**src/rtl/instr_fetcher_pkg.sv**
```systemverilog
// instr_fetcher_pkg: shared widths, opcodes, fetch-queue entry type and immediate decoders.
package instr_fetcher_pkg;
    localparam int AddrWidth      = 32;
    localparam int InstrWidth     = 32;
    localparam int IfqDepthDef    = 8;
    localparam int BhtEntriesDef  = 64;
    localparam logic [6:0] OPC_JAL    = 7'b1101111;
    localparam logic [6:0] OPC_BRANCH = 7'b1100011;

    typedef enum logic {S_IDLE, S_WAIT} fetch_state_e;

    typedef struct packed {
        logic [InstrWidth-1:0] instr;
        logic [AddrWidth-1:0]  pc;
        logic                  pred;
    } iq_entry_t;

    // takes instr[31:12]
    function automatic logic [AddrWidth-1:0] j_imm(input logic [19:0] f);
        return {{11{f[19]}}, f[19], f[7:0], f[8], f[18:9], 1'b0};
    endfunction

    // takes instr[31:25] and instr[11:7]
    function automatic logic [AddrWidth-1:0] b_imm(input logic [6:0] hi, input logic [4:0] lo);
        return {{19{hi[6]}}, hi[6], lo[0], hi[5:0], lo[4:1], 1'b0};
    endfunction
endpackage

```
**src/rtl/instr_fetcher_bht.sv**
```systemverilog
// if_bht: table of 2-bit saturating branch counters, reset to weakly-not-taken.
// A same-cycle update and lookup of one entry returns the pre-update counter.
module if_bht
    import instr_fetcher_pkg::*;
#(
    parameter int BHT_ENTRIES = BhtEntriesDef,
    parameter int BW = $clog2(BHT_ENTRIES)
) (
    input  logic          clk_in,
    input  logic          rst_in,
    input  logic          rdy_in,
    input  logic [BW-1:0] lkup_idx_in,
    output logic          lkup_taken_out,
    input  logic          upd_en_in,
    input  logic [BW-1:0] upd_idx_in,
    input  logic          upd_taken_in
);
    logic [BHT_ENTRIES-1:0][1:0] ctr_q, ctr_d;
    logic [1:0] cur;

    always_comb begin
        ctr_d = ctr_q;
        cur = ctr_q[upd_idx_in];
        if (upd_en_in)
            ctr_d[upd_idx_in] = upd_taken_in ? (cur == 2'd3 ? cur : cur + 2'd1)
                                             : (cur == 2'd0 ? cur : cur - 2'd1);
    end

    always_ff @(posedge clk_in) begin
        if (rst_in) ctr_q <= {BHT_ENTRIES{2'b01}};
        else if (rdy_in) ctr_q <= ctr_d;
    end

    assign lkup_taken_out = ctr_q[lkup_idx_in][1];
endmodule

```
**src/rtl/instr_fetcher.sv**
```systemverilog
// instr_fetcher: single-outstanding I-cache fetcher feeding a circular instruction queue.
// Define IF_BHT_EN to predict conditional branches with the if_bht counter table.
module instr_fetcher
    import instr_fetcher_pkg::*;
#(
    parameter int IFQ_DEPTH   = IfqDepthDef,
    parameter int BHT_ENTRIES = BhtEntriesDef
) (
    input  logic                  clk_in,
    input  logic                  rst_in,
    input  logic                  rdy_in,
    output logic                  if_to_icache_en_out,
    output logic [AddrWidth-1:0]  if_a_out,
    input  logic                  icache_to_if_en_in,
    input  logic [InstrWidth-1:0] if_d_in,
    output logic                  iq_en_out,
    output logic [InstrWidth-1:0] iq_instr_out,
    output logic [AddrWidth-1:0]  iq_pc_out,
    output logic                  iq_pred_taken_out,
    input  logic                  iq_rd_in,
    input  logic                  clear_branch_in,
    input  logic [AddrWidth-1:0]  clear_pc_in,
    input  logic                  bp_upd_en_in,
    input  logic [AddrWidth-1:0]  bp_upd_pc_in,
    input  logic                  bp_upd_taken_in
);
    localparam int QW = $clog2(IFQ_DEPTH);
    localparam int BW = $clog2(BHT_ENTRIES);
    localparam logic [QW:0] LAST = (QW+1)'(IFQ_DEPTH - 1);

    fetch_state_e          state_q, state_d;
    logic [AddrWidth-1:0]  pc_q, pc_d, addr_q, addr_d, next_pc;
    logic                  req_q, req_d;
    logic [QW-1:0]         wptr_q, wptr_d, rptr_q, rptr_d;
    logic [QW:0]           count_q, count_d;
    iq_entry_t             mem_q [IFQ_DEPTH];
    iq_entry_t             push_entry;
    logic                  pop, resp, issue, push, is_jal, br_taken, bht_taken, unused_bp;
    logic [BW-1:0]         lkup_idx, upd_idx;

    assign lkup_idx = pc_q[BW+1:2];
    assign upd_idx  = bp_upd_pc_in[BW+1:2];

`ifdef IF_BHT_EN
    if_bht #(.BHT_ENTRIES(BHT_ENTRIES)) u_bht (
        .clk_in        (clk_in),
        .rst_in        (rst_in),
        .rdy_in        (rdy_in),
        .lkup_idx_in   (lkup_idx),
        .lkup_taken_out(bht_taken),
        .upd_en_in     (bp_upd_en_in),
        .upd_idx_in    (upd_idx),
        .upd_taken_in  (bp_upd_taken_in)
    );
    assign unused_bp = ^{bp_upd_pc_in[AddrWidth-1:BW+2], bp_upd_pc_in[1:0]};
`else
    assign bht_taken = 1'b0;
    assign unused_bp = ^{bp_upd_en_in, bp_upd_taken_in, bp_upd_pc_in, lkup_idx, upd_idx};
`endif

    assign is_jal   = if_d_in[6:0] == OPC_JAL;
    assign br_taken = (if_d_in[6:0] == OPC_BRANCH) && bht_taken;
    assign next_pc  = is_jal   ? pc_q + j_imm(if_d_in[31:12])
                    : br_taken ? pc_q + b_imm(if_d_in[31:25], if_d_in[11:7])
                    : pc_q + 32'd4;
    assign push_entry = '{instr: if_d_in, pc: pc_q, pred: is_jal || br_taken};

    // a response is only legal once the request pulse has dropped
    assign pop   = iq_rd_in && count_q != '0;
    assign resp  = state_q == S_WAIT && !req_q && icache_to_if_en_in;
    assign issue = state_q == S_IDLE && (count_q < LAST || (count_q == LAST && iq_rd_in));

    always_comb begin
        state_d = state_q;
        pc_d    = pc_q;
        req_d   = 1'b0;
        addr_d  = addr_q;
        wptr_d  = wptr_q;
        rptr_d  = rptr_q;
        count_d = count_q;
        push    = 1'b0;
        if (clear_branch_in) begin
            state_d = S_IDLE;
            pc_d    = clear_pc_in;
            wptr_d  = '0;
            rptr_d  = '0;
            count_d = '0;
        end else begin
            push = resp;
            if (issue) begin
                req_d   = 1'b1;
                addr_d  = pc_q;
                state_d = S_WAIT;
            end
            if (resp) begin
                pc_d    = next_pc;
                state_d = S_IDLE;
            end
            wptr_d  = wptr_q + QW'(push);
            rptr_d  = rptr_q + QW'(pop);
            count_d = count_q + (QW+1)'(push) - (QW+1)'(pop);
        end
    end

    always_ff @(posedge clk_in) begin
        if (rst_in) begin
            state_q <= S_IDLE;
            pc_q    <= '0;
            req_q   <= 1'b0;
            addr_q  <= '0;
            wptr_q  <= '0;
            rptr_q  <= '0;
            count_q <= '0;
        end else if (rdy_in) begin
            state_q <= state_d;
            pc_q    <= pc_d;
            req_q   <= req_d;
            addr_q  <= addr_d;
            wptr_q  <= wptr_d;
            rptr_q  <= rptr_d;
            count_q <= count_d;
        end
    end

    always_ff @(posedge clk_in) begin
        if (!rst_in && rdy_in && push) mem_q[wptr_q] <= push_entry;
    end

    assign if_to_icache_en_out = req_q;
    assign if_a_out            = addr_q;
    assign iq_en_out           = count_q != '0;
    assign iq_instr_out        = mem_q[rptr_q].instr;
    assign iq_pc_out           = mem_q[rptr_q].pc;
    assign iq_pred_taken_out   = mem_q[rptr_q].pred;
endmodule

```
**config.mk**
```make
export PLATFORM = sky130hd
export DESIGN_NAME = instr_fetcher
export DESIGN_NICKNAME = d
export VERILOG_FILES = /design/src/rtl/instr_fetcher_pkg.sv /design/src/rtl/instr_fetcher_bht.sv /design/src/rtl/instr_fetcher.sv
export SDC_FILE = /design/constraint.sdc
export NUM_CORES = 1
export LEC_CHECK = 0
export CORE_MARGIN = 2
export CORE_UTILIZATION = 45
export DETAILED_ROUTE_END_ITERATION = 8
export GPL_TIMING_DRIVEN = 0
export SETUP_SLACK_MARGIN = 0.5
export SYNTH_ARGS = -nofsm -noshare
export SYNTH_HDL_FRONTEND = slang
export SYNTH_SLANG_ARGS = --single-unit
```
**constraint.sdc**
```tcl
create_clock -name clk_in -period 18.2 [get_ports clk_in]
set_input_delay 3.64 -clock clk_in [delete_from_list [all_inputs] [get_ports clk_in]]
set_output_delay 3.64 -clock clk_in [all_outputs]
set_load 0.01 [all_outputs]
```
# Word level (Yosys, flattened, before mapping)
# Memories as Yosys holds them, arrays and structs flattened. A register that Yosys moved wholly into a read port is not among the register bits.
# Cells that the tools add are included.
[word_totals]
register_bits = 76
latchBits = 0
ram_bits = 520
rom_bits = 0
input_bits = 104
out_inout_bits = 99
mem_count = 1
[memory_table]
columns = ["name", "words", "width", "rd", "rd_clocked_by_memory_dff", "wr", "line_no", "source"]
rows = [
  ["mem_q", 8, 65, 1, 1, 1, "instr_fetcher.sv:36", "iq_entry_t mem_q [IFQ_DEPTH];"],
]
[classes]
n_addsub = 6
multipliers = 0
n_div = 0
order_cmp = 1
eq_ne = 2
n_shift = 0
mux = 16
bitwise = 2
reduce_logical = 16
[op_table]
columns = ["cell", "n"]
rows = [
  ["$mux 32", 3],
  ["$add 32x3->32 const B", 1],
  ["$add 32x32->32", 1],
  ["$mux 3", 4],
  ["$mux 1", 8],
  ["$eq 7x7->1 const B", 1],
  ["$logic_and 1x1->1", 7],
  ["$add 3x1->3", 2],
  ["$add 4x1->4", 1],
  ["$eq 4x3->1 const B", 1],
  ["$lt 4x3->1 const B", 1],
  ["$mux 4", 1],
  ["$reduce_and 2->1", 2],
  ["$reduce_bool 4->1", 1],
  ["$sub 4x1->4", 1],
  ["$reduce_and 3->1", 1],
  ["$reduce_bool 3->1", 1],
  ["$logic_not 1->1", 2],
  ["$not 1->1", 2],
  ["$reduce_bool 2->1", 1],
  ["$logic_or 1x1->1", 1],
]

# Logic depth before layout (Yosys ltp)
[depth]
ltp_word = 7
mapped_depth = 12

# Worst setup path after synthesis
# No wires, ideal clock.
[synth_path]
path_type = "input port to flip-flop"
start = "input port icache_to_if_en_in"
end = "memory mem_q[0][0] in the netlist's numbering, enable pin"
setup_ns = 0.648
arrival_time_ns = 10.671
setup_slack_ns = 6.881
path_stages = 6
path_buffers = 1
path_cell_list = "nand2_1 > nor2_1 > o21ai_1 > or3_1 > clkbuf_1 > nor4_1"
[synth_via]
elab_chain_cells = 5
[synth_lines]
columns = ["item", "line_no", "source"]
rows = [
  ["start, declared", "instr_fetcher.sv:14", "input logic icache_to_if_en_in,"],
  ["$logic_and 1x1->1", "instr_fetcher.sv:70", "assign resp = state_q == S_WAIT && !req_q && icache_to_if_en_in;"],
  ["$mux 1", "instr_fetcher.sv:82", "if (clear_branch_in) begin"],
  ["$logic_and 1x1->1", "instr_fetcher.sv:126", "if (!rst_in && rdy_in && push) mem_q[wptr_q] <= push_entry;"],
  ["$mux 1", "instr_fetcher.sv:126", ""],
  ["$mux 1 (not written as such)", "instr_fetcher.sv:126", ""],
  ["end, declared", "instr_fetcher.sv:36", ""],
]
# Every way passes these cells.

==> results.md <==
- After clock tree synthesis, the clock-pin slew on the worst setup and hold paths is 0.06 ns.
- In the final routed layout, each cell accounts on average for ~25 um.
- By instance count, the cell type seen most on the critical path is sky130_fd_sc_hd__clkbuf_1.
- For the pin with the worst max-slew slack, the measured transition is about 1.3 ns.
- After synthesis, the most frequently instantiated cells are sky130_fd_sc_hd__edfxtp_1 (520), sky130_fd_sc_hd__mux4_2 (130), sky130_fd_sc_hd__nand2_1 (116), sky130_fd_sc_hd__a21oi_1 (101), sky130_fd_sc_hd__dfxtp_1 (79).
- After Yosys synthesis, full adders, half adders and majority gates account for approximately 2.2% of the synthesized area.
- At the placement stage, the worst setup path has a slack of approximately 11 ns.
- Across every metal layer, demand over resource in global routing totals 22.8%.
- The instance count after placement with tap cells included is approximately 2,500.
- At the end of routability-driven placement, the weighted congestion stood at between 0.8 and 0.9.
- The number of maximum-capacitance constraint violations is 0.
- The cell family contributing the most delay on the critical path is buffers and inverters.
- The count of input and output buffers is around 170.
- After Yosys synthesis, and, or, nand and nor cells account for 5.99% of the synthesized area.
- The pin count of the biggest net entering global routing is 25.
- The data arrival time at the worst-slack endpoint is approximately 4.3 ns.
- The first global-routing pass estimated roughly 96,000 um of wire.
- At the end of the flow, the number of nets in the layout was about 2,000.
- The synthesized design contains 520 enable-type register cells.
- The count of final hold-check violations came to 0.
- The analysis attributes to net switching a power of between 600 and 700 uW.
- The synthesized netlist devotes 1.67% of its cell area to XOR and XNOR gates.
- The final critical path takes up between 40% and 50% of the cycle.
- The share of Yosys cell area claimed by the top area cell type is about three fifths.
- A synthesized cell averages between 15 and 20 um2.
- The number of clock buffers inserted by TritonCTS is 61.
- The largest fanout on the critical path is 10.
- The fraction of power spent switching nets is between 20% and 30%.
- Synthesis handed over a netlist of roughly 1,500 instances.
- The maximum resistive drop on vdd is around 0.000073 V.
- The number of max-slew violations in the final report is 0.
- Detailed routing inserted a total of approximately 15,000 vias.
- The setup path with the least slack is of type reg2out.
- The multiplexer area fraction after synthesis is 14.7%.
- The number of vias per cell after detailed routing is around 5.7.
- Setup violations remaining at the end of the flow were counted as 0.
- The synthesized netlist devotes ~5.6% of its cell area to compound gates.
- The floorplan step defined a die boundary enclosing 57,900 um2.
- The setup slack after layout is 10.29 ns.
- The predominant post-synthesis flop cell is sky130_fd_sc_hd__edfxtp_1.
- The top cell type by total area after synthesis is sky130_fd_sc_hd__edfxtp_1.
- The library cell with the highest instance count after synthesis is sky130_fd_sc_hd__edfxtp_1.
- For this design, the CTS-stage hold fixing added 0 buffers.
- The via count of the first global-routing pass is approximately 15,000.
- Across the routed clock network, the largest skew measured is approximately 0.018 ns.
- STA puts the critical path data required time at 14.56 ns.
- The overall overflow remaining after global route is 0.
- The signal on the critical path passes through clkbuf_1 -> clkbuf_1 -> buf_1 -> mux4_2 -> mux2_2 -> clkdlybuf4s50_1.
- The share of total power in the clock network is ~43%.
- Buffers added to address setup during post-CTS repair amount to 0.
- The clock passes through at most 3 buffers.
- Yosys printed 0 warnings.
- Setup repair after global routing left no endpoint under its margin.
- The clock tree synthesis step divided the H-tree into 2 levels.
- The clock reaches the later pin of the worst-skew pair after between 0.6 and 0.7 ns.
- Compared with the post-synthesis result, the final layout area differs by 21.3%.
- The number of distinct library cells after synthesis is between 60 and 70.
- The achievable frequency is between 0.1 and 0.15 GHz.
- In the post-synthesis netlist, the biggest area contributors are sky130_fd_sc_hd__edfxtp_1 (62%), sky130_fd_sc_hd__mux4_2 (12%), sky130_fd_sc_hd__dfxtp_1 (6.3%).
- The largest single stage delay on the critical path is 0.85 ns.
- The worst pin sits at a relative slew slack of between 10 and 15%.
- The worst setup path is launched from a flip-flop.
- The critical path buffer and inverter count is 4.
- The area inside the core boundary is about 55,000 um2.
- The synthesized netlist net count is 1,683.
- The combinational family with the most area after synthesis is multiplexers.
- The violation count after the first detailed-route iteration is approximately 1,600.
- The residual DRC count is 0.
- The count of cells resized by post-cts repair is 0.
- The overall routed net length is about 65,000 um.
- The analysis attributes to cell leakage a power of roughly 10 nW.
- The vertical extent of the die is roughly 240 um.
- The run finished with clean final reports.
- Clock tree synthesis found a total of 599 sinks.
- The number of iterations in the first detailed-routing pass is 6.
- The number of antenna violations at the first check in global routing was 0.
- Overall power consumption after layout is estimated at approximately 3.0 mW.
- The final critical path time including I/O delays and setup is 7.91 ns.
- Once layout is complete, the cells apart from fillers number roughly 2,600.
- The HPWL after detailed placement is between 40,000 and 50,000 um.
- The CTS root buffer is sky130_fd_sc_hd__clkbuf_16.
- The clock tree from TritonCTS is done.
- The fraction of power consumed by sequential logic is just over 50%.
- The power density of the placed cells is about 97 nW/um2.
- After synthesis the cells add up to between 20,000 and 30,000 um2.
- For this configuration, the core starts out at a cell density of a little under half.
- The die is approximately 240 um wide.
- The internal power component is around 2.3 mW.
- The kind of end point of the critical path is an output pin.
- The count of boundary I/O pins is 203.
- The class of the tightest hold or removal check is reg2reg.
- The floorplan has 86 rows.
- The post-route netlist has between 15 and 20% of its cells at a drive strength greater than 1.
- The part of the total power dissipated in combinational logic is 5.2%.
- The library cell contributing the largest single delay on the critical path is sky130_fd_sc_hd__buf_1.
- Summing the sequential cell areas from Yosys gives 68.2% of the chip area.
- The diode insertion count for antenna repair is 0.
- In this run, synthesis produced a sequential element count of approximately 600.
- The share of flip-flops with an asynchronous set or reset after synthesis is 0%.
- Once detail routing completed, the nets flagged for antenna violations numbered 0.
==> kinds of logic after synthesis <==
kind of cell             count (synthesis)
AO/OA/AOI/OAI                          227
XOR/XNOR                                48
adder cells (fa/ha/maj)                 43
buffers and inverters                  105
flip-flops                             599
multiplexers                           199
AND/OR/NAND/NOR                        315
==> worst paths after layout <==
| path | from | end | slack, ns | cells after the start |
|---|---|---|---|---|
| hold / removal | if_a_out[4] | if_a_out[4] | 0.46 | 2 |
| setup reg to reg | state_q | mem_q[3][33] | 14.49 | 9 |
| setup / recovery | flip-flop | iq_pc_out[4] | 10.29 | 6 |
| hold reg to reg | if_a_out[4] | if_a_out[4] | 0.46 | 2 |
==> per-stage QoR <==
stage	instance area (um2)	util, %	hold WS, ns	setup TNS [ns]
after floorplan	25200	-	0.457	0
after global placement	27800	50.4	0.449	-34.36
after detailed placement	28500	51.7	0.453	0
after CTS	30600	55.4	0.463	0
after global routing	30600	55.4	0.482	0
final	30600	55.4	0.457	0
==> power groups by stage <==
| stage | sequential (mW) | clock [mW] | combinational [mW] |
|---|---|---|---|
| floorplan | 1.55 | 0 | 0.0843 |
| finish | 1.53 | 1.28 | 0.154 |
| global placement | 1.56 | 0 | 0.148 |
| detailed placement | 1.56 | 0 | 0.151 |
| CTS | 1.53 | 1.30 | 0.152 |
| global route | 1.53 | 1.35 | 0.166 |
==> final cells by class <==
| cell class | instances | area [um2] |
|---|---|---|
| sequential | 599 | 17200 |
| timing repair buffer | 221 | 2330 |
| multi-input combinational | 832 | 7650 |
| clock buffer | 78 | 1700 |
| clock inverter | 32 | 359 |
| buffer | 83 | 333 |
| fill | 4278 | 24600 |
| tap | 748 | 936 |
| inverter | 22 | 82.6 |
==> metal layers <==
metal	vias up	track usage (%)	share of wire, %
met5	-	0	0
met4	0	7.17	2.9
met3	109	3.69	6.4
met2	533	35.4	46
met1	7707	33.1	44
li1	6652	-	-
==> worst min-delay path, stage by stage (launching register included) <==
cell                      delay (ns)
sky130_fd_sc_hd__dfxtp_1        0.31
sky130_fd_sc_hd__nand2_1        0.05
sky130_fd_sc_hd__a21oi_1        0.05
==> flip-flops by register name (all words and copies together) (netlist names), named ones only <==
signal and flops:
state_q 1, if_a_out 32, if_to_icache_en_out 1, mem_q 520, rptr_q 3, pc_q 32
wptr_q 3, count_q 4
==> placed cells by master (no fill, tap or decap), drive strengths merged, types with 3 or more instances in the layout <==
cell           Yosys  final
and4               5      5
xnor2             26     26
o21ai             34     34
clkdlybuf4s50      0    167
ha                41     41
and3              17     17
nand4             16     16
mux2i              4      4
a31oi              6      6
a211o              4      4
nand3             27     27
a21o              22     22
nor2              69     69
or3                4      4
o22ai              5      5
nor3b              6      6
o211ai             8      8
nand2            116    116
nand2b            11     11
nor3              20     20
dfxtp             79     79
edfxtp           520    520
nor2b              8      8
bufinv             0      8
clkinv             1     21
a211oi            25     25
and2               3      3
nand3b             7      7
xor2              22     22
buf               19     73
mux4             130    130
clkbuf            64    142
mux2              65     65
a21oi            101    101
inv               21     23
Note: power is estimated with default switching activity, not from simulation.
